### src/rtl/i2s_rx_multi.sv
// i2s_rx_multi: multi-lane I2S receiver front-end.
// NCH serial data lines share one ws/sck pair. Each accepted slot yields one
// channel-aligned word set, delivered through a single valid/ready holding
// register. Also provides overrun counting, frame-error detection and a
// per-channel commit mask.
// Optional build macro I2S_RX_RIGHT_SLOT_EN: when defined, right slots (ws=1)
// are captured and committed as well and tagged via dout_right. When it is
// undefined, only left slots are accepted and dout_right stays 0.
`timescale 1ns/1ps

module i2s_rx_multi #(
    parameter int NCH         = 4,
    parameter int WIDTH       = 16,
    parameter int SYNC_STAGES = 2
) (
    input  logic                 clk,
    input  logic                 rst_n,
    input  logic                 ws,
    input  logic                 sck,
    input  logic [NCH-1:0]       sd,
    input  logic [NCH-1:0]       ch_en,
    output logic [NCH*WIDTH-1:0] dout,
    output logic                 dout_vld,
    input  logic                 dout_rdy,
    output logic                 dout_right,
    output logic                 overrun,
    output logic [7:0]           ovr_cnt,
    output logic                 frame_err
);

`ifdef I2S_RX_RIGHT_SLOT_EN
    localparam bit RIGHT_EN = 1'b1;
`else
    localparam bit RIGHT_EN = 1'b0;
`endif

    localparam int CW = $clog2(WIDTH + 1);

    // Synchroniser chains: index 0 is the first flop, SYNC_STAGES-1 the output.
    logic [SYNC_STAGES-1:0] ws_sync;
    logic [SYNC_STAGES-1:0] sck_sync;
    logic [NCH-1:0]         sd_sync [SYNC_STAGES];

    logic           ws_s;
    logic           sck_s;
    logic [NCH-1:0] sd_s;

    // Slot tracking state
    logic          sck_prev;
    logic          ws_prev;
    logic          slot;
    logic          locked;
    logic [CW-1:0] bit_cnt;

    // Per-lane shift registers and commit request
    logic [WIDTH-1:0]     shreg [NCH];
    logic                 commit_pend;
    logic [NCH*WIDTH-1:0] masked;

    logic rise;
    logic ws_chg;
    logic slot_ok;
    logic cnt_full;
    logic capture;
    logic last_bit;

    assign ws_s  = ws_sync[SYNC_STAGES-1];
    assign sck_s = sck_sync[SYNC_STAGES-1];
    assign sd_s  = sd_sync[SYNC_STAGES-1];

    // A slot is accepted if it is a left slot, or right slots are enabled.
    assign slot_ok  = RIGHT_EN | ~slot;
    assign rise     = sck_s & ~sck_prev;
    assign ws_chg   = rise & (ws_s != ws_prev);
    assign cnt_full = (bit_cnt == CW'(WIDTH));
    // The bit on a ws-change edge belongs to the previous slot's tail.
    // Capture stays off after reset until the first ws change is seen.
    assign capture  = rise & ~ws_chg & locked & ~cnt_full;
    assign last_bit = capture & slot_ok & (bit_cnt == CW'(WIDTH - 1));

    // Bring ws, sck and every sd lane into the clk domain.
    always_ff @(posedge clk or negedge rst_n) begin
        if (!rst_n) begin
            ws_sync  <= '1;
            sck_sync <= '0;
            // NOTE: the sync array is small control state, so it is reset like
            // any other flop; only true storage arrays may skip reset.
            for (int s = 0; s < SYNC_STAGES; s++) sd_sync[s] <= '0;
        end else begin
            // NOTE: non-blocking assignments keep every stage reading the
            // previous cycle's value, which is what makes this a shift chain.
            ws_sync  <= {ws_sync[SYNC_STAGES-2:0], ws};
            sck_sync <= {sck_sync[SYNC_STAGES-2:0], sck};
            sd_sync[0] <= sd;
            for (int s = 1; s < SYNC_STAGES; s++) sd_sync[s] <= sd_sync[s-1];
        end
    end

    // Slot boundary detection, bit counting and frame-error flagging.
    always_ff @(posedge clk or negedge rst_n) begin
        if (!rst_n) begin
            sck_prev    <= 1'b0;
            ws_prev     <= 1'b1;
            slot        <= 1'b0;
            locked      <= 1'b0;
            bit_cnt     <= '0;
            frame_err   <= 1'b0;
            commit_pend <= 1'b0;
        end else begin
            sck_prev    <= sck_s;
            frame_err   <= 1'b0;
            commit_pend <= last_bit;
            if (ws_chg) begin
                ws_prev   <= ws_s;
                slot      <= ws_s;
                bit_cnt   <= '0;
                locked    <= 1'b1;
                // A partial word in an accepted slot is discarded and flagged.
                frame_err <= locked & slot_ok & (bit_cnt != '0) & ~cnt_full;
            end else if (capture) begin
                bit_cnt <= bit_cnt + CW'(1);
            end
        end
    end

    // Shift each lane MSB first while the slot still needs bits.
    always_ff @(posedge clk or negedge rst_n) begin
        if (!rst_n) begin
            for (int i = 0; i < NCH; i++) shreg[i] <= '0;
        end else if (capture) begin
            for (int i = 0; i < NCH; i++) shreg[i] <= {shreg[i][WIDTH-2:0], sd_s[i]};
        end
    end

    // Apply the channel-enable mask to the captured word set.
    always_comb begin
        // NOTE: default assignment first, so no path leaves masked unassigned
        // and no latch is inferred.
        masked = '0;
        for (int i = 0; i < NCH; i++) begin
            if (ch_en[i]) masked[i*WIDTH +: WIDTH] = shreg[i];
        end
    end

    // Holding register with valid/ready handshake and overrun accounting.
    always_ff @(posedge clk or negedge rst_n) begin
        if (!rst_n) begin
            dout       <= '0;
            dout_vld   <= 1'b0;
            dout_right <= 1'b0;
            overrun    <= 1'b0;
            ovr_cnt    <= '0;
        end else begin
            overrun <= 1'b0;
            if (commit_pend && (!dout_vld || dout_rdy)) begin
                dout       <= masked;
                dout_right <= RIGHT_EN & slot;
                dout_vld   <= 1'b1;
            end else begin
                if (dout_vld && dout_rdy) dout_vld <= 1'b0;
                if (commit_pend) begin
                    overrun <= 1'b1;
                    if (ovr_cnt != 8'hFF) ovr_cnt <= ovr_cnt + 8'd1;
                end
            end
        end
    end

endmodule

### config.mk
export PLATFORM = sky130hd
export DESIGN_NAME = i2s_rx_multi
export DESIGN_NICKNAME = d
export VERILOG_FILES = /design/src/rtl/i2s_rx_multi.sv
export SDC_FILE = /design/constraint.sdc
export NUM_CORES = 1
export LEC_CHECK = 0
export CORE_ASPECT_RATIO = 2
export CORE_MARGIN = 5
export CORE_UTILIZATION = 45
export DETAILED_ROUTE_END_ITERATION = 6
export DONT_BUFFER_PORTS = 1
export PLACE_DENSITY = 0.6
export SLEW_MARGIN = 40
export SYNTH_ARGS = -nofsm -noshare
export SYNTH_HDL_FRONTEND = slang
export SYNTH_SLANG_ARGS = --single-unit
### constraint.sdc
create_clock -name clk -period 1.66 [get_ports clk]
set_clock_uncertainty 0.1 [all_clocks]
set_input_delay 0.166 -clock clk [delete_from_list [all_inputs] [get_ports clk]]
set_output_delay 0.166 -clock clk [all_outputs]
set_load 0.1 [all_outputs]
==> impl_metrics.json <==
{
  "grt_pass1_wl_um": 21960,
  "rsz0062_at_grt": "true",
  "r2r_start": "ws_sync[1]",
  "whs_ps": -650.1,
  "multiInputGateArea_mm2": 0.002237,
  "reg2reg_depth": 4,
  "post_drt_wl_per_cell_um": 15.68,
  "setup_slack_ps": -111.2,
  "hold_buffers": 11,
  "period_share": 1.067,
  "power.leakage_nw": 3.780,
  "yosysMostFrequentCell": "dfrtp_1",
  "cpPeakStageDelay_ps": 580,
  "final-seq-area_mm2": 0.004051,
  "synth_seq_area_share": 0.6294,
  "ys_seq_elements": 161,
  "synth_edf_count": 0,
  "ys_top_cells_by_area": "dfrtp_1 (62%), o21ai_0 (11%), mux2_2 (9.3%), nand2_1 (4.2%), mux2_4 (3.7%)",
  "drt-total-wl_um": 12940,
  "hold_class": "in2async",
  "r2r-end": "shreg[40]",
  "hpwl_um": 8481,
  "overflow": 0,
  "top_usage_layer": "met2",
  "dieArea_mm2": 0.01687,
  "synth_fp_nets": 547,
  "fmax_mhz": 564.6,
  "die_w_um": 94.38,
  "layout-drive-gt1-share": 0.3491,
  "yosys.cell_types.count": 32,
  "netlist_instances": 530,
  "initial_core_util": 0.4587,
  "core-area_mm2": 0.01397,
  "cap_violations": 0,
  "ir_worst_vdd_v": 0.0008664,
  "relSlewSlack": 0.5917,
  "grtUsageMet2": 0.2951,
  "use_met1": 0.1935,
  "critPathKind": "reg2reg",
  "initialDrtViolationCount": 168,
  "io_buffers": 0,
  "grt_pass1_vias": 4419,
  "diodes": 0,
  "htree_levels": 4,
  "finalSetupTns_ps": -5317,
  "syn_to_final_growth_pct": 26.34,
  "cts_made_buffers": 17,
  "crit_slowest_cell": "dfstp_2",
  "yosysTopAreaCell": "dfrtp_1",
  "crit_required_ps": 1850,
  "ios": 89,
  "ys_async_sr_fraction": 1.000,
  "yosysTopAreaCellShare": 0.6171,
  "slew_viol_final": 0,
  "grt_max_degree": 162,
  "regToRegSetupSlack_ps": -110,
  "status": "finished with violations",
  "tightest_slew_ps": 610.5,
  "clkTransAtPathRegs_ps": 60,
  "grt.total_usage": 0.1654,
  "setup_viol": 62,
  "syn_area_mm2": 0.006407,
  "min_period_ps": 1771,
  "nNetsFinal": 640,
  "final_hold_viol_count": 161,
  "crit_path_end_kind": "register",
  "clockBufferDepth": 2,
  "root_buffer": "clkbuf_16",
  "synth_top_cells_by_count": "dfrtp_1 (158), o21ai_0 (136), nand2_1 (72)",
  "cp_cell_sequence": "xnor2_4 -> and3_4 -> buf_12 -> mux2_2",
  "antenna_found_initial": 0,
  "cp.buffers_inverters": 1,
  "p_per_area_mw_per_mm2": 1175,
  "worstPathMaxFanout": 33,
  "vias": 4256,
  "die_h_um": 178.8,
  "cp.arrival_ps": 1960,
  "antenna_left": 0,
  "nFillCells": 1172,
  "viasPerCell": 5.159,
  "tritoncts": "done",
  "routabilityCongestion": 0.7449,
  "synth_flop_cell": "dfrtp_1",
  "yosys_warnings": 0,
  "finalPower_w": 0.009515,
  "num_rows": 61,
  "gr-usage-met3": 0.03402,
  "syn_avg_cell_area_um2": 12.09,
  "setup.worst_path.start_class": "register",
  "drc": 0,
  "cp_top_family": "flip-flops",
  "violations": "negative hold slack, negative setup slack",
  "clock-sinks": 161,
  "dr.pass1.iters": 4,
  "clk-insertion-delay-late_ps": 410
}
## area by class of cell
cell class,instances,share of cell area
Clock buffer,21,0.05688
Clock inverter,11,0.01607
Inverter,7,0.003246
Multi-Input combinational cell,324,0.2764
Sequential cell,161,0.5005
Tap cell,189,0.02921
Timing Repair Buffer,112,0.1178
## power by group
| group | internal [W] | total, W | switching [W] |
|---|---|---|---|
| combinational | 0.000635 | 0.000997 | 0.000361 |
| clock | 0.00231 | 0.00383 | 0.00152 |
| sequential | 0.00436 | 0.00469 | 0.000329 |
## flip-flops by register name (all words and copies together), names as in the netlist
name	count
commit_pend	1
sd_sync	4
dout_vld	1
ws_prev	1
ovr_cnt	8
bit_cnt	5
frame_err	1
sd_s	4
locked	1
overrun	1
sck_sync	2
dout	64
ws_sync	2
slot	1
shreg	64
sck_prev	1
## worst max-delay path by stage
stage / from / to / slack, ps / depth (start not counted)
floorplan: ws_sync[1] / shreg[18] / -170 / 6
detailed placement: ws_prev / frame_err / -150 / 4
CTS: ws_prev / shreg[59] / -110 / 4
finish: ws_sync[1] / shreg[40] / -110 / 4
global route: ws_sync[1] / shreg[34] / -150 / 4
global placement: ws_prev / shreg[47] / -60 / 4
## layer usage
metal | part of all wire | vias to the layer above
met5 | 0 | -
met1 | 0.39 | 2157
met3 | 0.038 | 17
met4 | 0.015 | 0
met2 | 0.56 | 72
li1 | - | 2010
## worst register-to-register path: stages, from the launching register on
cell and delay [ps]:
dfstp_2 580, xnor2_4 130, and3_4 250, buf_12 210
mux2_2 370
## metrics by stage
step           utilization  hold slack (ps)  worst slack (ps)  cells  instance area (um^2)
2_1_floorplan            -           -229.6            -171.6    530                  6476
3_3_place_gp        0.5204           -221.7            -58.90    773                  7268
3_5_place_dp        0.5204           -222.4            -149.4    773                  7268
4_1_cts             0.5759           -667.1            -108.2    822                  8044
5_1_grt             0.5796           -675.7            -146.9    825                  8095
6_report            0.5796           -650.1            -111.2    825                  8095
## placed cells by master, fill, tap and decap left out, types with 6 or more instances in the layout
cell type      count
dfrtp_1          149
o21ai_0          135
buf_4             91
nand2_1           71
mux2_2            49
mux2_4            20
clkbuf_16         17
dlygate4sd3_1     11
inv_1              6
dfrtp_2            6
## cell families after synthesis
logic type | count (synthesis) | share of synthesized area
AOI/OAI and AO/OA | 143 | 0.1146
xor gates and xnor gates | 2 | 0.003906
adders and majority gates | 4 | 0.007811
buffers and inverters | 45 | 0.03593
DFF | 161 | 0.6294
muxes | 74 | 0.1384
other | 1 | 0.0005853
and+or+nand+nor | 100 | 0.06932
## repair_timing
| item | CTS | global route |
|---|---|---|
| buffers inserted | 6 | 3 |
| setup endpoints to repair | 65 | 66 |
| gates resized for setup | 10 | 5 |
| pin swaps | 0 | 1 |
| hold endpoints to repair | 236 | 161 |
No activity file was read; power rests on OpenSTA's default activity.
